## src/rtl/regfile_bypass_pkg.sv

```systemverilog
// Shared definitions for the register file with operand forwarding.
// Holds the layout of the write (RFW) bus and the reset value of the registers.
// Every file of the block imports this package.
package regfile_bypass_pkg;

  localparam int DATA_W = 32;
  localparam int ADDR_W = 5;
  localparam int RFW_W  = 39;

  // Bit positions within a write bus
  localparam int RFWE    = 38;  // write enable
  localparam int RFWC    = 37;  // data ready (low: load still in flight)
  localparam int RFWA_HI = 36;
  localparam int RFWA_LO = 32;
  localparam int RFWD_HI = 31;
  localparam int RFWD_LO = 0;

  localparam logic [DATA_W-1:0] DATA_INITIAL = '0;

  typedef struct packed {
    logic              we;
    logic              rdy;
    logic [ADDR_W-1:0] addr;
    logic [DATA_W-1:0] data;
  } rfw_t;

  // Split a raw write bus into its named fields
  function automatic rfw_t rfw_decode(input logic [RFW_W-1:0] bus);
    rfw_t f;
    f.we   = bus[RFWE];
    f.rdy  = bus[RFWC];
    f.addr = bus[RFWA_HI:RFWA_LO];
    f.data = bus[RFWD_HI:RFWD_LO];
    return f;
  endfunction

endpackage

```

## src/rtl/regfile_bypass_fwd_mux.sv

```systemverilog
// Operand selector: picks the youngest matching producer, otherwise the regfile value.
// Latency: purely combinational.
// Backpressure: raises not_ready when the winning execute-stage producer has no data yet.
module fwd_mux
  import regfile_bypass_pkg::*;
(
  input  logic [ADDR_W-1:0] rs,
  input  logic              rs_v,
  input  logic [RFW_W-1:0]  s1_0,
  input  logic              s1_num0,
  input  logic [RFW_W-1:0]  s1_1,
  input  logic              s1_num1,
  input  logic [RFW_W-1:0]  m_0,
  input  logic              num0,
  input  logic [RFW_W-1:0]  m_1,
  input  logic              num1,
  input  logic [DATA_W-1:0] rf_data,
  output logic [DATA_W-1:0] data,
  output logic              not_ready
);

  rfw_t e_first, e_second, m_first, m_second;
  logic unused_mem_rdy;

  // Order each stage's two lanes youngest first; on equal tags lane 1 counts as younger
  always_comb begin
    e_first  = rfw_decode(s1_1);
    e_second = rfw_decode(s1_0);
    m_first  = rfw_decode(m_1);
    m_second = rfw_decode(m_0);
    if (s1_num0 && !s1_num1) begin
      e_first  = rfw_decode(s1_0);
      e_second = rfw_decode(s1_1);
    end
    if (num0 && !num1) begin
      m_first  = rfw_decode(m_0);
      m_second = rfw_decode(m_1);
    end
  end

  // Memory-stage results are always complete, so their ready bit is not consulted
  assign unused_mem_rdy = m_first.rdy ^ m_second.rdy;

  // Priority select; a not-ready winner stalls rather than falling through to older data
  always_comb begin
    data      = '0;
    not_ready = 1'b0;
    if (!rs_v || rs == '0) begin
      data = '0;
    end else if (e_first.we && e_first.addr == rs) begin
      if (e_first.rdy) data = e_first.data;
      else             not_ready = 1'b1;
    end else if (e_second.we && e_second.addr == rs) begin
      if (e_second.rdy) data = e_second.data;
      else              not_ready = 1'b1;
    end else if (m_first.we && m_first.addr == rs) begin
      data = m_first.data;
    end else if (m_second.we && m_second.addr == rs) begin
      data = m_second.data;
    end else begin
      data = rf_data;
    end
  end

endmodule

```

## src/rtl/regfile_bypass.sv

```systemverilog
// Dual-lane register file (x0 hardwired to zero) with execute/memory-stage forwarding.
// Latency: zero-cycle reads; writes land at the clock edge.
// Backpressure: stop requests a load-use stall; writes still drain while stopped.
module regfile_bypass
  import regfile_bypass_pkg::*;
#(
  parameter int NREG = 32
) (
  input  logic              clk,
  input  logic              rst,
  input  logic [ADDR_W-1:0] rs1_0,
  input  logic [ADDR_W-1:0] rs2_0,
  input  logic [ADDR_W-1:0] rs1_1,
  input  logic [ADDR_W-1:0] rs2_1,
  input  logic              rs1v_0,
  input  logic              rs2v_0,
  input  logic              rs1v_1,
  input  logic              rs2v_1,
  input  logic [RFW_W-1:0]  rfw_s1_0,
  input  logic [RFW_W-1:0]  rfw_s1_1,
  input  logic              s1_num0,
  input  logic              s1_num1,
  input  logic [RFW_W-1:0]  rfw_0,
  input  logic [RFW_W-1:0]  rfw_1,
  input  logic              num0,
  input  logic              num1,
  output logic [DATA_W-1:0] rdata1_0,
  output logic [DATA_W-1:0] rdata2_0,
  output logic [DATA_W-1:0] rdata1_1,
  output logic [DATA_W-1:0] rdata2_1,
  output logic              stop,
  output logic [31:0]       stall_cnt
);

  logic [DATA_W-1:0] regs [1:NREG-1];

  rfw_t w0, w1;
  logic wr0, wr1, collide, lane0_wins, unused_w_rdy;

  assign w0           = rfw_decode(rfw_0);
  assign w1           = rfw_decode(rfw_1);
  assign unused_w_rdy = w0.rdy ^ w1.rdy;

  assign wr0        = w0.we && w0.addr != '0 && int'(w0.addr) < NREG;
  assign wr1        = w1.we && w1.addr != '0 && int'(w1.addr) < NREG;
  assign collide    = wr0 && wr1 && w0.addr == w1.addr;
  assign lane0_wins = num0 && !num1;

  // Register file update; on a same-address collision only the younger lane lands
  always_ff @(posedge clk) begin
    if (rst) begin
      for (int i = 1; i < NREG; i++) regs[i] <= DATA_INITIAL;
    end else begin
      if (wr0 && !(collide && !lane0_wins)) regs[w0.addr] <= w0.data;
      if (wr1 && !(collide && lane0_wins))  regs[w1.addr] <= w1.data;
    end
  end

  function automatic logic [DATA_W-1:0] rf_read(input logic [ADDR_W-1:0] a);
    rf_read = DATA_INITIAL;
    if (a != '0 && int'(a) < NREG) rf_read = regs[a];
  endfunction

  logic [ADDR_W-1:0] rs_a   [4];
  logic              rsv_a  [4];
  logic [DATA_W-1:0] data_a [4];
  logic              nrdy_a [4];

  assign rs_a[0] = rs1_0;  assign rsv_a[0] = rs1v_0;
  assign rs_a[1] = rs2_0;  assign rsv_a[1] = rs2v_0;
  assign rs_a[2] = rs1_1;  assign rsv_a[2] = rs1v_1;
  assign rs_a[3] = rs2_1;  assign rsv_a[3] = rs2v_1;

  for (genvar k = 0; k < 4; k++) begin : g_port
    fwd_mux u_fwd (
      .rs        (rs_a[k]),
      .rs_v      (rsv_a[k]),
      .s1_0      (rfw_s1_0),
      .s1_num0   (s1_num0),
      .s1_1      (rfw_s1_1),
      .s1_num1   (s1_num1),
      .m_0       (rfw_0),
      .num0      (num0),
      .m_1       (rfw_1),
      .num1      (num1),
      .rf_data   (rf_read(rs_a[k])),
      .data      (data_a[k]),
      .not_ready (nrdy_a[k])
    );
  end

  assign rdata1_0 = data_a[0];
  assign rdata2_0 = data_a[1];
  assign rdata1_1 = data_a[2];
  assign rdata2_1 = data_a[3];
  assign stop     = nrdy_a[0] | nrdy_a[1] | nrdy_a[2] | nrdy_a[3];

  // Stall cycle counter, free-running wrap
  always_ff @(posedge clk) begin
    if (rst)       stall_cnt <= '0;
    else if (stop) stall_cnt <= stall_cnt + 32'd1;
  end

endmodule

```

## config.mk

```make
export PLATFORM = sky130hd
export DESIGN_NAME = regfile_bypass
export DESIGN_NICKNAME = d
export VERILOG_FILES = /design/src/rtl/regfile_bypass_pkg.sv /design/src/rtl/regfile_bypass_fwd_mux.sv /design/src/rtl/regfile_bypass.sv
export SDC_FILE = /design/constraint.sdc
export NUM_CORES = 2
export LEC_CHECK = 0
export CAP_MARGIN = 20
export CORE_ASPECT_RATIO = 1.4
export CORE_MARGIN = 2
export CORE_UTILIZATION = 41
export CTS_CLUSTER_DIAMETER = 120
export CTS_CLUSTER_SIZE = 12
export DETAILED_ROUTE_END_ITERATION = 8
export PLACE_DENSITY_LB_ADDON = 0.05
export REMOVE_ABC_BUFFERS = 1
export SYNTH_ARGS = -nofsm -noshare
export SYNTH_HDL_FRONTEND = slang
export SYNTH_SLANG_ARGS = --single-unit
```

## constraint.sdc

```tcl
create_clock -name clk -period 4.2 [get_ports clk]
set_input_delay 0.42 -clock clk [delete_from_list [all_inputs] [get_ports clk]]
set_output_delay 0.42 -clock clk [all_outputs]
set_load 0.01 [all_outputs]
```

==> impl_metrics.yaml <==
run_status:
  status: "finished with violations"
  violations: "negative setup slack"
setup_path:
  crit_path_max_fanout: 39
  cp_num_buf_inv: 5
  cp.arrival_ns: 3.81
  r2r_start: "stall_cnt[4]"
  slowest_stage: "or4b_4"
  crit_required_ns: 3.78
  critPathKind: "in2out"
  crit_path_end_kind: "output port"
  cp_cell_sequence: "clkdlybuf4s50_1 > nor2b_4 > buf_12 > mux2i_4 > buf_4 > a22o_2 > or4b_4 > buf_12 > o21a_1 > a21oi_1 > clkdlybuf4s50_1"
  r2r-end: "stall_cnt[30]"
  cp-start-kind: "input pin"
  rr_worst_depth: 9
  crit_family: "buffers and inverters"
  r2r_slack_ns: 1.30
  max_stage_delay_ns: 0.66
logic_synthesis:
  synth-seq-cells: 1056
  async_reset_ff_share_pct: 0
  yosys_most_used_dff: "edfxtp_1"
  post_synth.cell_area_avg_sq_um: 13.7
  synth-edff-count: 1024
  yosysUniqueCellTypes: 81
  synthCells: 6155
  synth_top_area_share_pct: 36.5
  seq_area_frac_synth_pct: 37.3
  synth_top_cell_by_area: "edfxtp_1"
  synthTopCellsByArea: "edfxtp_1, mux4_2, a22o_1"
  synth_warnings: 0
  synth_area_sq_um: 84200
cts:
  cts.sinks: 1056
  clkTransAtPathRegs_ns: 0.08
  clock_path_buffers: 3
  clk_latency_ns: 0.77
  cts_htree_levels: 3
  cts_tree: "built"
  cts_buffers: 99
  cts-root-buf: "clkbuf_16"
final_layout:
  area_growth_pct: 21.9
  finish.utilization_pct: 50.3
  final_common_cell: "mux4_2"
  nNetsFinal: 6833
  drive_gt1_share_pct: 39.7
  fillers: 17400
  most-common-layout-cells: "mux4_2, edfxtp_1, a22o_1, buf_4, buf_12"
  final_area_sq_um: 103000
pwr:
  clockPowerShare_pct: 28.4
  seq_power_share_pct: 41.0
  p_comb_share_pct: 30.6
  p_int_mw: 21.0
  p_sw_share_pct: 32.5
  p_leak_nw: 35.1
  vdd_drop_max_mv: 0.314
  power_density_nw_per_um2: 304
  switching_power_mw: 10.1
floorplan:
  dieWidth_microns: 387
  dieArea_sq_um: 209000
  core-area_sq_um: 204000
  initial_core_util_pct: 41.3
  die_h_microns: 540
  pin_count: 347
  num_rows: 196
detailed_routing:
  drt_pass1_iterations: 8
  first_iter_violations: 12100
  via_per_inst: 7.96
  totalWireLength_microns: 468000
  route.detailed.drc: 0
  antenna_left: 0
  vias: 74600
  wire_per_inst_microns: 50.0
sta:
  finalClockSkew_ns: 0.0117
  rsz0062_at_grt: "true"
  min_period_over_period_pct: 101
  slew_headroom_pct: 28.2
  max_freq_mhz: 236
  finalSetupViolCount: 7
  hold_viol_final: 0
  whs_ns: 0.469
  slew_violations: 0
  fin_ws_ns: -0.0349
  worstMarginPinSlew_ns: 1.08
  min_period_ns: 4.23
min_path:
  holdPathEnd: "regs[0][4]"
  min_from: "rfw_0[4]"
  hold_path.class: "in2reg"
  hold_depth: 1
placement:
  placed_area_sq_um: 98600
  place_congestion: 0.974
  io_buffers: 344
  hpwl_microns: 310000
global_route:
  antenna_found_initial: 31
  grt_max_degree: 47
  gr-usage-all-layers_pct: 43.7
  grt_overflow: 0
  grt_pass1_vias: 72200
  grt_pass1_wl_microns: 622000
flow_run:
  maxCapViolations: 0
sequential cells by signal, summed over array words and instances, names as in the netlist:
register,flops
stall_cnt,32
regs,1024
area by class of cell:
type	instances	area (sq um)	share of cell area, %
multi-input cells	4103	50200	48.9
flip-flops and latches	1056	31400	30.6
repair buffers	1363	14900	14.5
well taps	2673	3340	3.26
clock buffers	119	2640	2.57
inverters	23	119	0.116
clock inverters	7	82.6	0.0804
diodes	24	60.1	0.0585
through the flow:
step | power, mW | instances | setup WS [ns] | setup TNS [ns]
final | 31.2 | 9368 | -0.0349 | -0.0998
after global routing | 31.6 | 9352 | -0.0789 | -0.242
after CTS | 30.7 | 9299 | -0.00147 | -0.00147
after detailed placement | 22.1 | 9153 | -0.313 | -16.53
after global placement | 22.0 | 9153 | -0.320 | -17.47
after floorplan | 16.9 | 5181 | -3.80 | -3547.20
synth_stat cells (22+ instances only):
library cell and number:
nor2_1 187, xnor2_1 52, nand2_1 164, or4_1 24
a21oi_1 132, buf_2 31, dfxtp_1 32, or3_1 43
nor3_1 205, edfxtp_1 1024, a211oi_1 193, a21o_1 32
a22o_1 993, o21a_1 32, mux2i_1 211, buf_1 150
o22ai_1 131, clkbuf_1 813, nand3_1 22, mux4_2 1280
o21ai_0 171
kinds of logic after synthesis:
family,share of synthesized area (%)
buffers and inverters,4.71
XOR/XNOR,0.728
AND/OR/NAND/NOR,4.34
adder cells (fa/ha/maj),0.0149
other,0.00445
AO/OA/AOI/OAI,16.1
multiplexers,36.8
flip-flops,37.3
power groups by stage:
stage | Sequential, mW | Clock [mW] | Combinational [mW]
finish | 12.8 | 8.87 | 9.53
global route | 12.8 | 9.12 | 9.68
CTS | 12.7 | 8.80 | 9.19
detailed placement | 13.0 | 0 | 9.09
global placement | 12.9 | 0 | 9.10
floorplan | 12.8 | 0 | 4.17
timing repair:
action                     CTS  global route
buffers inserted            18            43
cloned                       2             2
pin swaps                   10            33
resized for setup           64           120
hold buffers                 0             0
setup endpoints to repair  126           110
layer usage:
metal | vias to the layer above | wire (microns) | GRT usage, %
met5 | - | 520 | 0
met2 | 7034 | 210000 | 66.7
li1 | 27300 | - | -
met4 | 26 | 42500 | 33.0
met3 | 2042 | 64200 | 16.7
met1 | 38200 | 151000 | 49.9
worst max path at each step:
stage	startpoint	end	slack (ns)	depth (start not counted)
final	s1_num0	rdata2_1[26]	-0.03	11
after global routing	regs[3][7]	rdata1_1[7]	-0.08	10
after CTS	regs[15][27]	rdata1_0[27]	-0.001	10
after detailed placement	rs2_1[0]	rdata2_1[21]	-0.31	10
after global placement	num0	rdata2_1[29]	-0.32	11
after floorplan	s1_num1	stall_cnt[23]	-3.80	7
(Power assumes the default switching activity.)
